File: src/rtl/alu_seq_unit.sv
// Execute stage: ALU-control decode, one-cycle ALU ops and iterative MUL/DIV
// behind valid/ready handshakes on both the operand and result sides.
module alu_seq_unit #(
  parameter int XLEN    = 32,
  parameter int ALUOP_W = 3
) (
  input  logic               clk,
  input  logic               rst_n,
  input  logic               in_valid,
  output logic               in_ready,
  input  logic [31:0]        instruction,
  input  logic [ALUOP_W-1:0] aluop_in,
  input  logic [XLEN-1:0]    op_a,
  input  logic [XLEN-1:0]    op_b,
  output logic               out_valid,
  input  logic               out_ready,
  output logic [XLEN-1:0]    result,
  output logic               zero,
  output logic               div_zero,
  output logic               illegal
);

  localparam int CW = $clog2(XLEN);
  localparam logic [ALUOP_W-1:0] AOP_R  = ALUOP_W'(0);
  localparam logic [ALUOP_W-1:0] AOP_LS = ALUOP_W'(2);
  localparam logic [ALUOP_W-1:0] AOP_BR = ALUOP_W'(3);
  localparam logic [CW-1:0] CNT_LAST = CW'(XLEN - 1);

  typedef enum logic [2:0] {
    S_IDLE, S_EXEC, S_MUL, S_DIV, S_DONE
  } state_t;

  typedef enum logic [3:0] {
    OP_ADD, OP_SUB, OP_AND, OP_OR, OP_SLT,
    OP_MUL, OP_DIV, OP_DZ, OP_ILL
  } op_t;

  state_t          state_q, state_d;
  op_t             op_q, op_d, dec_op;
  logic [XLEN-1:0] a_q, a_d, b_q, b_d;
  logic [XLEN-1:0] acc_q, acc_d, res_q, res_d;
  logic [CW-1:0]   cnt_q, cnt_d;
  logic            neg_q, neg_d, vld_q, vld_d;
  logic            zero_q, zero_d, dz_q, dz_d;
  logic            ill_q, ill_d;

  logic [9:0]      fn;
  logic [XLEN-1:0] exec_res, mul_acc, quo, fin_val;
  logic [XLEN:0]   rem_sh, diff;
  logic            qbit;

  logic unused_instr;
  assign unused_instr = ^{instruction[24:15], instruction[11:0]};

  assign fn = {instruction[31:25], instruction[14:12]};

  always_comb begin
    dec_op = OP_ILL;
    unique case (1'b1)
      (aluop_in == AOP_LS): dec_op = OP_ADD;
      (aluop_in == AOP_BR): dec_op = OP_SUB;
      (aluop_in == AOP_R): begin
        case (fn)
          10'b0000000_000: dec_op = OP_ADD;
          10'b0100000_000: dec_op = OP_SUB;
          10'b0000000_111: dec_op = OP_AND;
          10'b0000000_110: dec_op = OP_OR;
          10'b0000000_010: dec_op = OP_SLT;
          10'b0000001_000: dec_op = OP_MUL;
          10'b0000001_100: dec_op = OP_DIV;
          default:         dec_op = OP_ILL;
        endcase
      end
      default: dec_op = OP_ILL;
    endcase
  end

  always_comb begin
    exec_res = '0;
    case (op_q)
      OP_ADD: exec_res = a_q + b_q;
      OP_SUB: exec_res = a_q - b_q;
      OP_AND: exec_res = a_q & b_q;
      OP_OR:  exec_res = a_q | b_q;
      OP_SLT: exec_res = {{(XLEN-1){1'b0}},
                          $signed(a_q) < $signed(b_q)};
      OP_DZ:  exec_res = '1;
      default: exec_res = '0;
    endcase
  end

  // Divide reuses a_q as dividend/quotient shifter and acc_q as remainder.
  assign mul_acc = b_q[0] ? acc_q + a_q : acc_q;
  assign rem_sh  = {acc_q, a_q[XLEN-1]};
  assign diff    = rem_sh - {1'b0, b_q};
  assign qbit    = ~diff[XLEN];
  assign quo     = {a_q[XLEN-2:0], qbit};
  assign fin_val = (state_q == S_MUL) ? mul_acc
                 : (neg_q ? -quo : quo);

  always_comb begin
    state_d = state_q;
    op_d    = op_q;
    a_d     = a_q;
    b_d     = b_q;
    acc_d   = acc_q;
    cnt_d   = cnt_q;
    neg_d   = neg_q;
    vld_d   = vld_q;
    res_d   = res_q;
    zero_d  = zero_q;
    dz_d    = dz_q;
    ill_d   = ill_q;
    case (state_q)
      S_IDLE: begin
        if (in_valid && in_ready) begin
          a_d     = op_a;
          b_d     = op_b;
          acc_d   = '0;
          cnt_d   = '0;
          neg_d   = 1'b0;
          op_d    = dec_op;
          state_d = S_EXEC;
          if (dec_op == OP_MUL) state_d = S_MUL;
          if (dec_op == OP_DIV) begin
            if (op_b == '0) begin
              op_d = OP_DZ;
            end else begin
              state_d = S_DIV;
              a_d   = op_a[XLEN-1] ? -op_a : op_a;
              b_d   = op_b[XLEN-1] ? -op_b : op_b;
              neg_d = op_a[XLEN-1] ^ op_b[XLEN-1];
            end
          end
        end
      end
      S_EXEC: begin
        res_d   = exec_res;
        zero_d  = (exec_res == '0);
        dz_d    = (op_q == OP_DZ);
        ill_d   = (op_q == OP_ILL);
        vld_d   = 1'b1;
        state_d = S_DONE;
      end
      S_MUL, S_DIV: begin
        cnt_d = cnt_q + 1'b1;
        if (state_q == S_MUL) begin
          acc_d = mul_acc;
          a_d   = a_q << 1;
          b_d   = b_q >> 1;
        end else begin
          acc_d = qbit ? diff[XLEN-1:0] : rem_sh[XLEN-1:0];
          a_d   = quo;
        end
        if (cnt_q == CNT_LAST) begin
          res_d   = fin_val;
          zero_d  = (fin_val == '0);
          dz_d    = 1'b0;
          ill_d   = 1'b0;
          vld_d   = 1'b1;
          state_d = S_DONE;
        end
      end
      S_DONE: begin
        if (out_ready) begin
          vld_d   = 1'b0;
          res_d   = '0;
          zero_d  = 1'b0;
          dz_d    = 1'b0;
          ill_d   = 1'b0;
          state_d = S_IDLE;
        end
      end
      default: state_d = S_IDLE;
    endcase
  end

  always_ff @(posedge clk or negedge rst_n) begin
    if (!rst_n) begin
      state_q <= S_IDLE;
      op_q    <= OP_ADD;
      a_q     <= '0;
      b_q     <= '0;
      acc_q   <= '0;
      cnt_q   <= '0;
      neg_q   <= 1'b0;
      vld_q   <= 1'b0;
      res_q   <= '0;
      zero_q  <= 1'b0;
      dz_q    <= 1'b0;
      ill_q   <= 1'b0;
    end else begin
      state_q <= state_d;
      op_q    <= op_d;
      a_q     <= a_d;
      b_q     <= b_d;
      acc_q   <= acc_d;
      cnt_q   <= cnt_d;
      neg_q   <= neg_d;
      vld_q   <= vld_d;
      res_q   <= res_d;
      zero_q  <= zero_d;
      dz_q    <= dz_d;
      ill_q   <= ill_d;
    end
  end

  assign in_ready  = rst_n && (state_q == S_IDLE);
  assign out_valid = vld_q;
  assign result    = res_q;
  assign zero      = zero_q;
  assign div_zero  = dz_q;
  assign illegal   = ill_q;

endmodule

File: config.mk
export PLATFORM = sky130hd
export DESIGN_NAME = alu_seq_unit
export DESIGN_NICKNAME = d
export VERILOG_FILES = /design/src/rtl/alu_seq_unit.sv
export SDC_FILE = /design/constraint.sdc
export NUM_CORES = 1
export LEC_CHECK = 0
export ABC_AREA = 1
export CORE_MARGIN = 2
export CORE_UTILIZATION = 59
export CTS_BUF_LIST = sky130_fd_sc_hd__clkbuf_8
export CTS_CLUSTER_DIAMETER = 50
export DETAILED_ROUTE_END_ITERATION = 12
export DONT_BUFFER_PORTS = 1
export HOLD_SLACK_MARGIN = 0.03
export PLACE_DENSITY = 0.75
export SYNTH_ARGS = -nofsm -noshare
export SYNTH_HDL_FRONTEND = slang
export SYNTH_SLANG_ARGS = --single-unit
File: constraint.sdc
create_clock -name clk -period 5.6 [get_ports clk]
set_input_delay 1.68 -clock clk [delete_from_list [all_inputs] [get_ports clk]]
set_output_delay 1.68 -clock clk [all_outputs]
set_load 0.05 [all_outputs]
==> flow_metrics.py <==
metrics = {
    "power": {
        "swShare": 0.6381,
        "switchingPower_mw": 8.091,
        "pwr-share-seq": 0.202,
        "intPower_mw": 4.588,
        "p_leak_nw": 9.635,
        "p_per_area_nw_per_um2": 645.8,
        "irDropWorstVdd_v": 0.0004452,
        "p_clk_frac": 0.076,
        "power_frac_comb": 0.722,
    },
    "grt": {
        "grt_util_all_layers": 0.4716,
        "antenna_found_initial": 3,
        "grt-ovfl-total": 0,
        "grt_pass1_wl_um": 119900,
        "grt_max_degree": 147,
        "grt_pass1_vias": 20810,
    },
    "floorplan": {
        "initial_core_util": 0.6006,
        "dieArea_sq_um": 33570,
        "core_area_sq_um": 31560,
        "io_pins": 140,
        "num_rows": 65,
        "die_h_um": 183.2,
        "die_x_um": 183.2,
    },
    "clock_network": {
        "clockBufferDepth": 2,
        "hold_buffers": 0,
        "clock-sinks": 145,
        "cts_setup_buffers": 0,
        "htree_num_levels": 4,
        "cts_tree": "yes",
        "root_buffer": "clkbuf_8",
        "cts_resized": 0,
        "path_clk_slew_ps": 100,
        "cts_buffers": 17,
        "clk_latency_ps": 510,
    },
    "sta": {
        "hold_violations": 0,
        "rsz0062_at_grt": "no",
        "relSlewSlack": 0.2548,
        "period_share": 0.7855,
        "timing.final.crit_period_ps": 4399,
        "setup_viol": 0,
        "finalClockSkew_ps": 18.06,
        "fin_tns_setup_ps": 0,
        "worst_slew_pin_slew_ps": 1117,
        "max_freq_mhz": 227.3,
        "drv_slew": 0,
    },
    "synthesis": {
        "synth_top_area_cell": "dfrtp_1",
        "avgSynthCellArea_sq_um": 6.143,
        "synth_flop_cell": "dfrtp_1",
        "ys_types": 63,
        "synth_area_sq_um": 18950,
        "async_flop_share": 1.000,
        "synth_warnings": 0,
        "synth-edff-count": 0,
        "ys_top_cells_by_area": "dfrtp_1 19%, nand2_1 12%, ha_1 11%, a21oi_1 8.6%, nand3_1 8.3%",
        "ys_seq_elements": 145,
        "synth_top_area_share": 0.1915,
        "yosysSeqAreaShare": 0.1915,
        "syn_nets": 3355,
        "netlist_instances": 3085,
    },
    "finish": {
        "drive_gt1_frac": 0.04152,
        "final_nets": 3292,
        "fin_cells": 3437,
        "area_growth_pct": 3.598,
        "n_antenna_cell": 0,
    },
    "drt": {
        "initialDrtViolationCount": 3006,
        "wirelength_um": 80280,
        "first_pass_iters": 9,
        "ant_nets": 0,
        "via_count": 22620,
        "drc": 0,
        "routedWlPerCell_um": 23.36,
        "vias_per_cell": 6.582,
    },
    "placed_design": {
        "gp_congestion": 1.046,
        "dp_cells": 3405,
        "hpwl_um": 63780,
        "port-buffer-count": 0,
    },
    "worst_setup_path": {
        "cp.required_ps": 6020,
        "cp-start-kind": "flop",
        "cp.arrival_ps": 4820,
        "crit_path_max_fanout": 52,
        "path_class": "flop to flop",
        "cp-end-kind": "flop",
    },
    "outcome": {
        "status": "finished, final reports clean",
    },
    "min_path": {
        "min_path_type": "flop to flop",
    },
    "job": {
        "drv_cap": 0,
    },
}
-- area by class of cell --
class	count	area, sq um
Clock buffer	17	234.0
Fill cell	3060	11920
Multi-Input combinational cell	2441	13420
Sequential cell	145	3628
Timing Repair Buffer	23	172.7
Inverter	394	1479
Clock inverter	15	192.7
Tap cell	402	503.0
-- cells in the mapped netlist (26+ instances only) --
library cell  number
a21oi_1          325
a22oi_1           32
clkbuf_1          69
dfrtp_1          145
ha_1             163
inv_1            378
nand2_1          627
nand3_1          315
nand4_1           49
nor2_1           316
nor3_1            61
o211ai_1          39
o21ai_0          223
o221ai_1          33
xnor2_1           33
xor2_1            26
-- flip-flops by register name (all words and copies together), names as in the netlist --
name and flops:
a_q 32, acc_q 32, b_q 32, result 32
cnt_q 5, op_q 4, state_q 3, div_zero 1
illegal 1, neg_q 1, out_valid 1, zero 1
-- metal layers --
metal,up-vias,track usage,share of wire
met5,-,0.03704,0.0015
met4,4,0.2941,0.077
met3,384,0.1950,0.16
met2,1676,0.6932,0.40
met1,10200,0.5682,0.36
li1,10360,-,-
-- power by group through the flow --
| stage | clock (mW) | sequential (mW) | combinational, mW |
|---|---|---|---|
| detailed placement | 0 | 2.53 | 8.66 |
| global placement | 0 | 2.51 | 8.52 |
| floorplan | 0 | 2.24 | 6.16 |
| CTS | 0.944 | 2.51 | 8.72 |
| global route | 0.988 | 2.57 | 9.90 |
| finish | 0.965 | 2.56 | 9.15 |
-- layout by cell type, fill, tap and decap left out, types with 6 or more instances in the layout --
master	Yosys	final
o21bai_1	15	15
a32o_1	6	6
a211oi_1	8	8
o211ai_1	39	39
o22ai_1	7	7
nor2_1	316	313
nor2_2	4	6
a31oi_1	15	15
xnor2_1	33	33
nand3_1	315	315
nor4_1	12	12
inv_1	378	378
nand2_2	10	11
and3_1	6	6
o221ai_1	33	33
nor3_1	61	60
a22oi_1	32	32
nand3_2	8	8
ha_1	163	163
a21oi_1	325	325
nand3b_1	7	7
dfrtp_1	145	145
nand4_1	49	49
xor2_1	26	26
o21a_1	7	7
o21ai_0	223	223
a21o_1	10	10
or2_2	10	10
buf_4	1	23
nand2_1	627	626
inv_2	13	13
nor3_2	8	9
clkbuf_8	0	17
o21ai_1	16	16
-- worst max-delay path, stage by stage (launching register included) --
cell and delay [ps]:
dfrtp_1 370, buf_4 210, inv_1 300, ha_1 200, inv_1 60, fa_1 410
nand3_1 100, nand3_2 100, nand2_1 70, nand2_1 100, nand2_1 100, nand2_2 120
nand2_2 120, nand2_2 70, nand2_2 80, nand2_4 320, nand4_1 220, nand2_1 190
nand2_1 120, nand2_1 50, nor2_1 80, nor2_1 70, nor2_1 180, nand3_1 260
nor2_1 160, nand3_1 90, a21oi_1 130
-- kinds of logic (layout without fill, tap and decap cells) --
| logic type | Yosys count | after routing | share of synthesized area |
|---|---|---|---|
| adders and majority gates | 167 | 167 | 0.1118 |
| and+or+nand+nor | 1448 | 1448 | 0.3353 |
| AOI/OAI and AO/OA | 767 | 767 | 0.2328 |
| xor gates and xnor gates | 59 | 59 | 0.02727 |
| buffers and inverters | 499 | 449 | 0.1013 |
| DFF | 145 | 145 | 0.1915 |
-- path summary, 6_finish.rpt --
kind,startpoint,to,slack (ps),cells after the start
min,cnt_q[3],cnt_q[3],490,1
max in group asynchronous,rst_n,b_q[11],4430,0
min reg2reg,cnt_q[3],cnt_q[3],490,1
max reg2reg,a_q[31],zero,1200,26
max,a_q[31],zero,1200,26
min in group asynchronous,rst_n,div_zero,880,0
-- per-stage QoR --
step	setup WS (ps)	power, mW	util	hold slack, ps	area (sq um)
after floorplan	1533	8.404	-	432.6	18950
after global placement	1256	11.03	0.6086	452.5	19210
after detailed placement	1122	11.19	0.6086	463.1	19210
after CTS	1433	12.18	0.6222	480.2	19630
after global routing	944.6	13.45	0.6222	523.4	19630
final	1201	12.68	0.6222	493.9	19630
Power figures use the tool's default switching activity.
